## src/rtl/uart_arb_pkg.sv

```systemverilog
// Shared types and helpers for the UART transmitter arbiter.
package uart_arb_pkg;

    localparam int unsigned BYTE_W = 8;

    // Arbiter FSM encoding
    typedef logic [1:0] state_t;
    localparam state_t StIdle     = 2'd0;  // accept a byte
    localparam state_t StStart    = 2'd1;  // tx_start pulse
    localparam state_t StWaitAck  = 2'd2;  // wait for tx_busy to rise
    localparam state_t StWaitDone = 2'd3;  // wait for tx_busy to fall

    // Increment an index modulo n; n need not be a power of two.
    function automatic int unsigned wrap_inc(input int unsigned idx, input int unsigned n);
        return (idx + 32'd1 >= n) ? 32'd0 : idx + 32'd1;
    endfunction

endpackage

```

## src/rtl/uart_tx_arbiter_rr_picker.sv

```systemverilog
// Combinational rotating-priority picker: first valid index at or above ptr, modulo N.
module rr_picker #(
    parameter int unsigned N = 2,
    localparam int unsigned IdxW = (N > 1) ? $clog2(N) : 1
) (
    input  logic [N-1:0]    valid_i,
    input  logic [IdxW-1:0] ptr_i,
    output logic            hit_o,
    output logic [IdxW-1:0] idx_o
);

    // Scan N positions starting at ptr, wrapping at N rather than at 2**IdxW
    always_comb begin
        int unsigned pos;
        logic [IdxW-1:0] p;
        hit_o = 1'b0;
        idx_o = '0;
        for (int unsigned k = 0; k < N; k++) begin
            pos = 32'(ptr_i) + k;
            if (pos >= N) begin
                pos = pos - N;
            end
            p = IdxW'(pos);
            if (!hit_o && valid_i[p]) begin
                hit_o = 1'b1;
                idx_o = p;
            end
        end
    end

endmodule

```

## src/rtl/uart_tx_arbiter.sv

```systemverilog
// Round-robin arbiter with packet locking in front of a single UART transmitter.
module uart_tx_arbiter
    import uart_arb_pkg::*;
#(
    parameter int unsigned N_REQ        = 2,
    parameter int unsigned LOCK_TIMEOUT = 270_000,
    localparam int unsigned IdxW        = $clog2(N_REQ)
) (
    input  logic                      clk_i,
    input  logic                      n_reset_i,
    input  logic [N_REQ-1:0]          req_valid_i,
    input  logic [N_REQ*BYTE_W-1:0]   req_data_i,
    input  logic [N_REQ-1:0]          req_last_i,
    output logic [N_REQ-1:0]          req_ready_o,
    output logic                      tx_start_o,
    output logic [BYTE_W-1:0]         tx_data_o,
    input  logic                      tx_busy_i,
    output logic [IdxW-1:0]           grant_id_o,
    output logic                      locked_o,
    output logic                      lock_timeout_o
);

    localparam int unsigned CntW = (LOCK_TIMEOUT > 1) ? $clog2(LOCK_TIMEOUT) : 1;

    state_t            state_q, state_d;
    logic              locked_q, locked_d;
    logic [IdxW-1:0]   rr_ptr_q, rr_ptr_d;
    logic [IdxW-1:0]   grant_q, grant_d;
    logic [BYTE_W-1:0] data_q, data_d;
    logic [CntW-1:0]   idle_cnt_q, idle_cnt_d;
    logic              tx_start_q, tx_start_d;
    logic              lock_to_q, lock_to_d;

    logic              pick_hit;
    logic [IdxW-1:0]   pick_idx;
    logic [IdxW-1:0]   cand;
    logic              cand_valid;
    logic              to_fire;
    logic              xfer;

    rr_picker #(
        .N (N_REQ)
    ) u_picker (
        .valid_i (req_valid_i),
        .ptr_i   (rr_ptr_q),
        .hit_o   (pick_hit),
        .idx_o   (pick_idx)
    );

    // Candidate selection: the lock owner only, otherwise the round-robin pick
    always_comb begin
        cand       = locked_q ? grant_q : pick_idx;
        cand_valid = locked_q ? req_valid_i[grant_q] : pick_hit;
    end

    // Timeout takes priority over an owner byte arriving in the same cycle
    assign to_fire = (LOCK_TIMEOUT != 32'd0) && (state_q == StIdle) && locked_q &&
                     (idle_cnt_q == CntW'(LOCK_TIMEOUT - 32'd1));
    assign xfer    = (state_q == StIdle) && cand_valid && !to_fire;

    // One-hot ready to the candidate; held low while reset is asserted
    always_comb begin
        req_ready_o = '0;
        if (xfer && n_reset_i) begin
            req_ready_o[cand] = 1'b1;
        end
    end

    // Next-state logic for FSM, lock, round-robin pointer and idle counter
    always_comb begin
        state_d    = state_q;
        locked_d   = locked_q;
        rr_ptr_d   = rr_ptr_q;
        grant_d    = grant_q;
        data_d     = data_q;
        idle_cnt_d = '0;
        tx_start_d = 1'b0;
        lock_to_d  = 1'b0;
        case (state_q)
            StIdle: begin
                if (to_fire) begin
                    locked_d  = 1'b0;
                    rr_ptr_d  = IdxW'(wrap_inc(32'(grant_q), N_REQ));
                    lock_to_d = 1'b1;
                end else if (xfer) begin
                    data_d     = req_data_i[cand*BYTE_W +: BYTE_W];
                    grant_d    = cand;
                    tx_start_d = 1'b1;
                    state_d    = StStart;
                    if (req_last_i[cand]) begin
                        locked_d = 1'b0;
                        rr_ptr_d = IdxW'(wrap_inc(32'(cand), N_REQ));
                    end else begin
                        locked_d = 1'b1;
                    end
                end else if (locked_q) begin
                    // Owner is stalling while holding the lock
                    idle_cnt_d = idle_cnt_q + 1'b1;
                end
            end
            StStart:    state_d = StWaitAck;
            StWaitAck:  if (tx_busy_i)  state_d = StWaitDone;
            StWaitDone: if (!tx_busy_i) state_d = StIdle;
            default:    state_d = StIdle;
        endcase
    end

    // State registers with asynchronous active-low reset
    always_ff @(posedge clk_i or negedge n_reset_i) begin
        if (!n_reset_i) begin
            state_q    <= StIdle;
            locked_q   <= 1'b0;
            rr_ptr_q   <= '0;
            grant_q    <= '0;
            data_q     <= '0;
            idle_cnt_q <= '0;
            tx_start_q <= 1'b0;
            lock_to_q  <= 1'b0;
        end else begin
            state_q    <= state_d;
            locked_q   <= locked_d;
            rr_ptr_q   <= rr_ptr_d;
            grant_q    <= grant_d;
            data_q     <= data_d;
            idle_cnt_q <= idle_cnt_d;
            tx_start_q <= tx_start_d;
            lock_to_q  <= lock_to_d;
        end
    end

    assign tx_start_o     = tx_start_q;
    assign tx_data_o      = data_q;
    assign grant_id_o     = grant_q;
    assign locked_o       = locked_q;
    assign lock_timeout_o = lock_to_q;

endmodule

```

## config.mk

```make
export PLATFORM = sky130hd
export DESIGN_NAME = uart_tx_arbiter
export DESIGN_NICKNAME = d
export VERILOG_FILES = /design/src/rtl/uart_arb_pkg.sv /design/src/rtl/uart_tx_arbiter_rr_picker.sv /design/src/rtl/uart_tx_arbiter.sv
export SDC_FILE = /design/constraint.sdc
export NUM_CORES = 1
export LEC_CHECK = 0
export ABC_AREA = 1
export CAP_MARGIN = 20
export CORE_MARGIN = 1
export CORE_UTILIZATION = 56
export CTS_CLUSTER_SIZE = 30
export DETAILED_ROUTE_END_ITERATION = 12
export HOLD_SLACK_MARGIN = 0.06
export PLACE_DENSITY = 0.91
export SYNTH_ARGS = -nofsm -noshare
export SYNTH_HDL_FRONTEND = slang
export SYNTH_SLANG_ARGS = --single-unit
```

## constraint.sdc

```tcl
create_clock -name clk_i -period 3.8 [get_ports clk_i]
set_clock_uncertainty 0.2 [all_clocks]
set_input_delay 0.76 -clock clk_i [delete_from_list [all_inputs] [get_ports clk_i]]
set_output_delay 0.76 -clock clk_i [all_outputs]
set_load 0.05 [all_outputs]
```

==> reports/summary.txt <==
count leader, synth -> nand2_1
synth cell count leaders -> 105 x nand2_1, 42 x nor2_1, 34 x dfrtp_1
initial antenna violation count -> 0
CTS tree -> yes
IO Port Bufs -> 36
Post-synth ARST share -> 100%
clk slew on worst S/H paths -> 0.10 ns
RSZ-0062 raised after global routing -> no
largest family of logic cells by synthesized area -> simple AND/OR/NAND/NOR gates
Netlist Area Pre-Place -> 1940 µm²
MaxCap Viol Count -> 0
Hold Fails Final Rpt -> 0
core area -> 3150 µm²
P_leak -> 0.00114 µW
per-cell routed wire length -> 11.5 µm
CTS Buffer Depth -> 2
Routed Antenna Nets -> 0
EDFF count, synth -> 0
flop-to-flop setup slack -> 1.85 ns
Cells after Synth -> 267
DP Area -> 2350 µm²
crit path time final -> 3.17 ns
Post-Route Setup TNS -> 0 ns
WL final -> 4060 µm
ANT cells -> 0
cell taking the most area after synthesis -> dfrtp_1
1st-pass router iterations -> 4
gpl congestion -> 0.876
setup bufs post-CTS -> 0
Synth top area share -> 44.0%
Net Count, Synth -> 294
synth unique cells -> 22
Synth Area in Simple Gates -> 39.2%
latest clock arrival within the worst-skew pair -> 0.35 ns
Worst-Margin Slew -> 0.520 ns
Clock Sinks -> 34
Critical Path AT -> 2.21 ns
num ports -> 37
Cell Pwr Density -> 608 nW/µm²
critical path class -> in -> out
Max VDD drop -> 0.000362 V
Hold WC Path Type -> reg -> reg
CP max FO -> 13
yosys warns -> 0
Iter 0 DRT Violations -> 74
worst path cell trace -> clkdlybuf4s50_1 > o21ai_1 > nand2_1 > nand2_1 > inv_1 > nand2_4 > nor3_1 > buf_12
post-synthesis sequential area ratio -> 44.0%
Synth Register Bits -> 34
Vert. Die Dim -> 60.8 µm
FILL cells -> 254
row count -> 20
share of cells above drive strength 1 -> 8.09%
total power draw -> 1480 µW
PnR worst setup slack -> 0.632 ns
adder-cell share of the synthesized area -> 2.59%
mean post-synth cell area -> 7.25 µm²
routed via count -> 1728
WP data required -> 2.84 ns
WP buf/inv -> 3
Total GRT Usage -> 25.7%
synthesized-area fraction occupied by xor and xnor cells -> 5.43%
H-tree Lvls -> 2
Overflow after GRT -> 0
compound-cell area share of the yosys netlist -> 1.55%
CP max-delay cell -> clkdlybuf4s50_1
first-pass GRT wire length -> 6920 µm
Root Buffer -> clkbuf_4
period utilisation layout -> 83.4%
HPWL Detailed -> 2990 µm
Die X -> 60.8 µm
P&R area growth vs syn -> 25.5%
Top delay family on crit path -> buffers and inverters
hold_buf cts -> 0
Starting Density -> 61.4%
max-slew violations -> 0
CP endpoint kind -> output pin
Worst path max stage delay -> 0.47 ns
Final setup viols -> 0
Slew headroom -> 65.2%
Min-Delay Path Depth -> 2
Final Cell Area -> 2430 µm²
status -> finished, final reports clean
pre-CTS worst setup slack -> 0.638 ns
critical path's most frequent cell -> nand2_1
Synth Flop Type -> dfrtp_1
routed vias/inst -> 4.90
CP startpoint kind -> input port
vias in the first global route -> 1629
R2R depth -> 10
nets -> 335
synth top area cells -> dfrtp_1 44%, nand2_1 20%, nor2_1 8.1%, inv_1 4.8%, xor2_1 3.6%
mux cell area share after synthesis -> 0%
Worst path depth -> 8
die area -> 3700 µm²
total CTS buffers -> 5
drt drc -> 0
maximum clock rate -> 316 MHz
largest net degree at the start of global routing -> 35
post-CTS resize count -> 0
==> kinds of logic after synthesis <==
| logic type | after synthesis |
|---|---|
| AOI/OAI and AO/OA | 6 |
| xor gates and xnor gates | 12 |
| adders and majority gates | 4 |
| buffers and inverters | 33 |
| DFF | 34 |
| and+or+nand+nor | 178 |
==> worst register-to-register path, delay by kind of cell (launching register included) <==
| kind | cells | cell delay, ns |
|---|---|---|
| adders and majority gates | 1 | 0.30 |
| buffers and inverters | 2 | 0.17 |
| DFF | 1 | 0.45 |
| and+or+nand+nor | 7 | 0.73 |
==> cells in the final DEF, fill, tap and decap left out, drive strengths merged <==
cell type / count
bufinv: 1
nor3: 7
a21oi: 3
xor2: 8
o21ai: 3
nand3: 15
nor2: 46
dfrtp: 34
inv: 29
nand2: 109
xnor2: 4
ha: 4
clkdlybuf4s50: 34
nand4: 1
buf: 4
clkbuf: 7
==> path summary, 6_finish.rpt <==
path	startpoint	end
min in group asynchronous	n_reset_i	idle_cnt_q[0]$_DFF_PN0_
max in group asynchronous	n_reset_i	tx_data_o[0]$_DFFE_PN0P_
min reg2reg	rr_ptr_q$_DFFE_PN0P_	rr_ptr_q$_DFFE_PN0P_
max	req_valid_i[1]	req_ready_o[0]
max reg2reg	idle_cnt_q[0]$_DFF_PN0_	tx_data_o[6]$_DFFE_PN0P_
min	rr_ptr_q$_DFFE_PN0P_	rr_ptr_q$_DFFE_PN0P_
==> report_power, final <==
part / total, µW / internal (µW) / switching (µW)
clock: 266 / 139 / 127
combinational: 717 / 237 / 480
sequential: 493 / 438 / 54.7
==> state kept, by name (all words and copies together), names as in the netlist <==
signal          cells
lock_timeout_o      1
tx_start_o          1
state_q             2
rr_ptr_q            1
tx_data_o           8
locked_o            1
grant_id_o          1
idle_cnt_q         19
==> cell type report <==
class	count	area (µm²)	share of cell area, %
tap	44	55.1	2.27
clock inverter	1	30.0	1.24
timing repair buffer	38	395	16.3
clock buffer	7	45.0	1.85
multi-input combinational	200	943	38.8
sequential	34	851	35.0
inverter	29	109	4.48
==> through the flow <==
step,std cells,hold WS [ns],utilization [%]
2_1_floorplan,267,0.241,-
3_3_place_gp,345,0.260,74.6
3_5_place_dp,345,0.266,74.6
4_1_cts,353,0.296,77.0
5_1_grt,353,0.312,77.0
6_report,353,0.289,77.0
==> layer usage <==
metal / vias to the layer above / wire length, µm / GRT usage, %
li1: 887 / - / -
met1: 778 / 1780 / 31.5
met2: 53 / 2020 / 43.5
met3: 10 / 188 / 6.18
met4: 0 / 76 / 10.4
met5: - / 0 / 0
(Power assumes the default switching activity.)
==> variant 1, RTL diff (same settings) <==
Put one more register stage on the output `lock_timeout_o`, cleared by the reset. The value now appears one clock later. The other outputs are not delayed to match.
--- a/src/rtl/uart_tx_arbiter.sv
+++ b/src/rtl/uart_tx_arbiter.sv
@@ -133,5 +133,11 @@
     assign grant_id_o     = grant_q;
     assign locked_o       = locked_q;
-    assign lock_timeout_o = lock_to_q;
+    always_ff @(posedge clk_i or negedge n_reset_i) begin
+        if (!n_reset_i) begin
+            lock_timeout_o <= '0;
+        end else begin
+            lock_timeout_o <= lock_to_q;
+        end
+    end
 
 endmodule
Behaviour: same outputs for any inputs over 10 cycles, from zero or initial values and one cycle with n_reset_i low; that may be too few to reach the edited logic, so the function may still have changed.
==> variant 1 against the unedited design <==
Count of clock-buffer cells in the layout did not move; routed wire length fell by 6.1%; critical path type unchanged; setup slack got worse by 0.022 ns; sequential share of layout area rose by 0.97 points; synthesized area rose by 1.8%; combinational power fell by 4.6%; total power fell by 6.5%; cell area rose by 0.15%; largest power group unchanged; sequential cell count rose by 1.
==> variant 1: results (changes against the unedited design) <==
<table>
<tr><th>Metric</th><th>Value</th></tr>
<tr><th colspan="2">Run status</th></tr>
<tr><td>Run status</td><td>finished, final reports clean (unchanged)</td></tr>
<tr><th colspan="2">Setup path</th></tr>
<tr><td>R2R cell count</td><td>8 (was 10)</td></tr>
<tr><td>Reg-to-Reg End</td><td>idle_cnt_q[14] (was tx_data_o[6])</td></tr>
<tr><td>Max FO, Critical Path</td><td>11 (was 13)</td></tr>
<tr><td>Minimum setup slack among reg-to-reg paths</td><td>1.87 ns (was 1.85 ns)</td></tr>
<tr><td>Setup crit end</td><td>req_ready_o[1] (was req_ready_o[0])</td></tr>
<tr><th colspan="2">Global route</th></tr>
<tr><td>Initial antenna violation count</td><td>0 (unchanged)</td></tr>
<tr><td>Via count of the first global-routing pass</td><td>1503 (was 1629)</td></tr>
<tr><td>M1 GR Usage</td><td>29.54% (was 31.48%)</td></tr>
<tr><td>Aggregate global-route resource usage</td><td>23.66% (was 25.66%)</td></tr>
<tr><td>Met2 usage in global routing</td><td>37.58% (was 43.49%)</td></tr>
<tr><td>Global-route wire length before repair</td><td>6341 um (was 6920 um)</td></tr>
<tr><td>GR Util met3</td><td>8.824% (was 6.183%)</td></tr>
<tr><td>Maximum number of pins on one net before global-route repair</td><td>36 (was 35)</td></tr>
<tr><th colspan="2">Logic synthesis</th></tr>
<tr><td>Most used standard cells in the synthesized netlist</td><td>nand2_1 (108), nor2_1 (50), dfrtp_1 (35), inv_1 (25), nand3_1 (14) (was nand2_1 (105), nor2_1 (42), dfrtp_1 (34), inv_1 (25), nand3_1 (13))</td></tr>
<tr><td>Top cells by area in the synthesized netlist</td><td>dfrtp_1 (44%), nand2_1 (21%), nor2_1 (9.5%) (was dfrtp_1 (44%), nand2_1 (20%), nor2_1 (8.1%))</td></tr>
<tr><th colspan="2">Route</th></tr>
<tr><td>Number of design-rule violations left by the first detailed-router iteration</td><td>105 (was 74)</td></tr>
<tr><td>Via density per instance</td><td>4.850 (was 4.895)</td></tr>
<tr><td>Post-Route WL</td><td>3817 um (was 4064 um)</td></tr>
<tr><th colspan="2">Power</th></tr>
<tr><td>P_int</td><td>0.0007538 W (was 0.0008145 W)</td></tr>
<tr><td>Worst vdd ir</td><td>0.0004903 V (was 0.0003618 V)</td></tr>
<tr><td>Leakage Power</td><td>1.103 nW (was 1.135 nW)</td></tr>
<tr><th colspan="2">Layout</th></tr>
<tr><td>Fraction of layout instances using a drive strength above 1</td><td>6.688% (was 8.091%)</td></tr>
<tr><td>Final-stage net count</td><td>340 (was 335)</td></tr>
<tr><th colspan="2">Timing</th></tr>
<tr><td>Slew at the pin with the worst max-slew slack</td><td>0.5202 ns (about the same)</td></tr>
</table>
[variant 1: how the worst min path moves through the flow]
stage / from / end / slack, ns / cells after the start
floorplan: lock_to_q / lock_timeout_o / 0.13 / 0
global placement: lock_to_q / lock_timeout_o / 0.13 / 0
detailed placement: lock_to_q / lock_timeout_o / 0.15 / 0
CTS: lock_to_q / lock_timeout_o / 0.17 / 0
global route: lock_to_q / lock_timeout_o / 0.18 / 0
finish: lock_to_q / lock_timeout_o / 0.17 / 0
[variant 1: cells by family (layout without fill, tap and decap cells)]
logic type                 after synthesis  in the layout  synth area share, %
DFF                                     35             35                44.44
and+or+nand+nor                        186            186                39.37
adders and majority gates                4              4                2.540
AOI/OAI and AO/OA                        7              7                2.159
buffers and inverters                   30             72                7.047
xor gates and xnor gates                10             10                4.445
[variant 1: power groups by stage]
stage	clock network (W)	logic (W)	registers, W
global route	0.000217	0.000752	0.000519
detailed placement	0	0.000687	0.000511
CTS	0.000199	0.000687	0.000506
global placement	0	0.000674	0.000507
floorplan	0	0.000312	0.000687
finish	0.000191	0.000684	0.000506
[variant 1: area by class of cell]
cell class	count	area, sq um
clock inverters	1	5.005
fillers	285	930.9
repair buffers	38	395.4
flip-flops and latches	35	875.8
well taps	46	57.56
multi-input cells	207	955.9
inverters	26	97.59
clock buffers	7	45.04
[variant 1: layer usage]
layer / wire length, um / vias up / share of wire (%)
met5: 0 / - / 0
met4: 61 / 0 / 1.6
met3: 282 / 8 / 7.4
met2: 1766 / 56 / 46
met1: 1705 / 772 / 45
li1: - / 910 / -
[variant 1: critical path: stages]
cell and delay [ns]:
clkdlybuf4s50_1 0.47, inv_1 0.05, nor2_1 0.08, nand2_1 0.08, nand2_1 0.08, inv_1 0.14
nor3_1 0.38, buf_12 0.19
[variant 1: metrics by stage]
stage	cell area (sq um)	instances	total power [W]	worst slack (ns)	utilization, %
after floorplan	1971	272	0.0009995	0.4773	-
after global placement	2382	352	0.001181	0.6534	70.83
after detailed placement	2382	352	0.001198	0.6277	70.83
after CTS	2432	360	0.001393	0.6026	72.32
after global routing	2432	360	0.001487	0.4540	72.32
final	2432	360	0.001381	0.6101	72.32
==> variant 2, RTL diff (config.mk and constraints unchanged) <==
Made on the original files. `LOCK_TIMEOUT`: 270_000 -> 1_080_000.
--- a/src/rtl/uart_tx_arbiter.sv
+++ b/src/rtl/uart_tx_arbiter.sv
@@ -4,5 +4,5 @@
 #(
     parameter int unsigned N_REQ        = 2,
-    parameter int unsigned LOCK_TIMEOUT = 270_000,
+    parameter int unsigned LOCK_TIMEOUT = 1_080_000,
     localparam int unsigned IdxW        = $clog2(N_REQ)
 ) (
Check against the original RTL: same outputs for any inputs over 10 cycles, from zero or initial values and one cycle with n_reset_i low; that may be too few to reach the edited logic, so the function may still have changed.
==> variant 2 against the unedited design <==
Total power increased by 6.2%; cell area increased by 8.5%; synthesized area grew 9.5%; setup slack got worse by 0.13 ns; sequential cell count increased by 2; routed wire length increased by 17%; core utilization shrank 1.0 points; die area increased by 9.2%; synthesized cell count up 10%.
==> variant 2: results (changes against the unedited design) <==
<table>
<tr><th>Metric</th><th>Value</th></tr>
<tr><th colspan="2">Global route</th></tr>
<tr><td>Met2 usage in global routing</td><td>40.96% (was 43.49%)</td></tr>
<tr><td>Aggregate global-route resource usage</td><td>26.82% (was 25.66%)</td></tr>
<tr><td>Via count of the first global-routing pass</td><td>1875 (was 1629)</td></tr>
<tr><td>GR Util met3</td><td>6.159% (was 6.183%)</td></tr>
<tr><td>Global-route wire length before repair</td><td>8280 um (was 6920 um)</td></tr>
<tr><th colspan="2">Setup path</th></tr>
<tr><td>Critical path arrival</td><td>2.33 ns (was 2.21 ns)</td></tr>
<tr><td>CP peak stage delay</td><td>0.51 ns (was 0.47 ns)</td></tr>
<tr><th colspan="2">Clock network</th></tr>
<tr><td>Number of hold buffers added after CTS</td><td>1 (was 0)</td></tr>
<tr><td>Worst-Skew Late Latency</td><td>0.30 ns (was 0.35 ns)</td></tr>
<tr><td>Clock tree root driver cell</td><td>clkbuf_8 (was clkbuf_4)</td></tr>
<tr><th colspan="2">Power</th></tr>
<tr><td>Worst vdd ir</td><td>0.0004628 V (was 0.0003618 V)</td></tr>
<tr><th colspan="2">Route</th></tr>
<tr><td>Post-Route WL</td><td>4757 um (was 4064 um)</td></tr>
<tr><td>Number of design-rule violations left by the first detailed-router iteration</td><td>172 (was 74)</td></tr>
<tr><td>Via density per instance</td><td>5.144 (was 4.895)</td></tr>
<tr><td>Routed wire length on met3</td><td>263 um (was 188 um)</td></tr>
<tr><th colspan="2">Layout</th></tr>
<tr><td>Share of the final layout cell area in sequential cells</td><td>34.19% (was 35.03%)</td></tr>
<tr><td>Max reg flops</td><td>21 (was 19)</td></tr>
<tr><td>Final Non-Filler Cells</td><td>381 (was 353)</td></tr>
<tr><td>FF+latch count</td><td>36 (was 34)</td></tr>
<tr><td>Clock-cell share of area</td><td>4.226% (was 3.091%)</td></tr>
<tr><th colspan="2">Min path</th></tr>
<tr><td>Endpoint of the worst hold path</td><td>tx_data_o[5] (was rr_ptr_q)</td></tr>
<tr><td>Beginning of the worst hold path</td><td>tx_data_o[5] (was rr_ptr_q)</td></tr>
<tr><th colspan="2">Logic synthesis</th></tr>
<tr><td>Top cells by area in the synthesized netlist</td><td>dfrtp_1 (43%), nand2_1 (19%), nor2_1 (9.9%) (was dfrtp_1 (44%), nand2_1 (20%), nor2_1 (8.1%))</td></tr>
<tr><td>Most used standard cells in the synthesized netlist</td><td>nand2_1 (105), nor2_1 (56), dfrtp_1 (36), inv_1 (26), nand3_1 (25) (was nand2_1 (105), nor2_1 (42), dfrtp_1 (34), inv_1 (25), nand3_1 (13))</td></tr>
<tr><td>Count of different cell masters after synthesis</td><td>24 (was 22)</td></tr>
<tr><td>Mean Syn Cell Area</td><td>7.209 sq um (was 7.249 sq um)</td></tr>
<tr><th colspan="2">Run status</th></tr>
<tr><td>Run status</td><td>finished, final reports clean (unchanged)</td></tr>
</table>
## variant 2: kinds of logic (layout without fill, tap and decap cells)
logic type / Yosys count / after routing / share of synthesized area [%]
adders and majority gates: 4 / 4 / 2.361
AOI/OAI and AO/OA: 3 / 3 / 1.299
xor gates and xnor gates: 14 / 14 / 5.785
DFF: 36 / 36 / 42.50
and+or+nand+nor: 205 / 205 / 41.09
buffers and inverters: 32 / 73 / 6.965
## variant 2: metrics by stage
step	power, W	setup slack, ns	utilization, %	instance area, sq um
2_1_floorplan	0.001021	0.5828	-	2120
3_3_place_gp	0.001210	0.5493	72.47	2514
3_5_place_dp	0.001230	0.5197	72.47	2514
4_1_cts	0.001573	0.4992	75.97	2635
5_1_grt	0.001668	0.4266	75.97	2635
6_report	0.001568	0.5051	75.97	2635
## variant 2: where the power goes
part | internal [W] | total, W | switching (W)
sequential | 0.000459 | 0.000521 | 0.0000622
combinational | 0.000234 | 0.000704 | 0.000470
clock | 0.000194 | 0.000342 | 0.000148
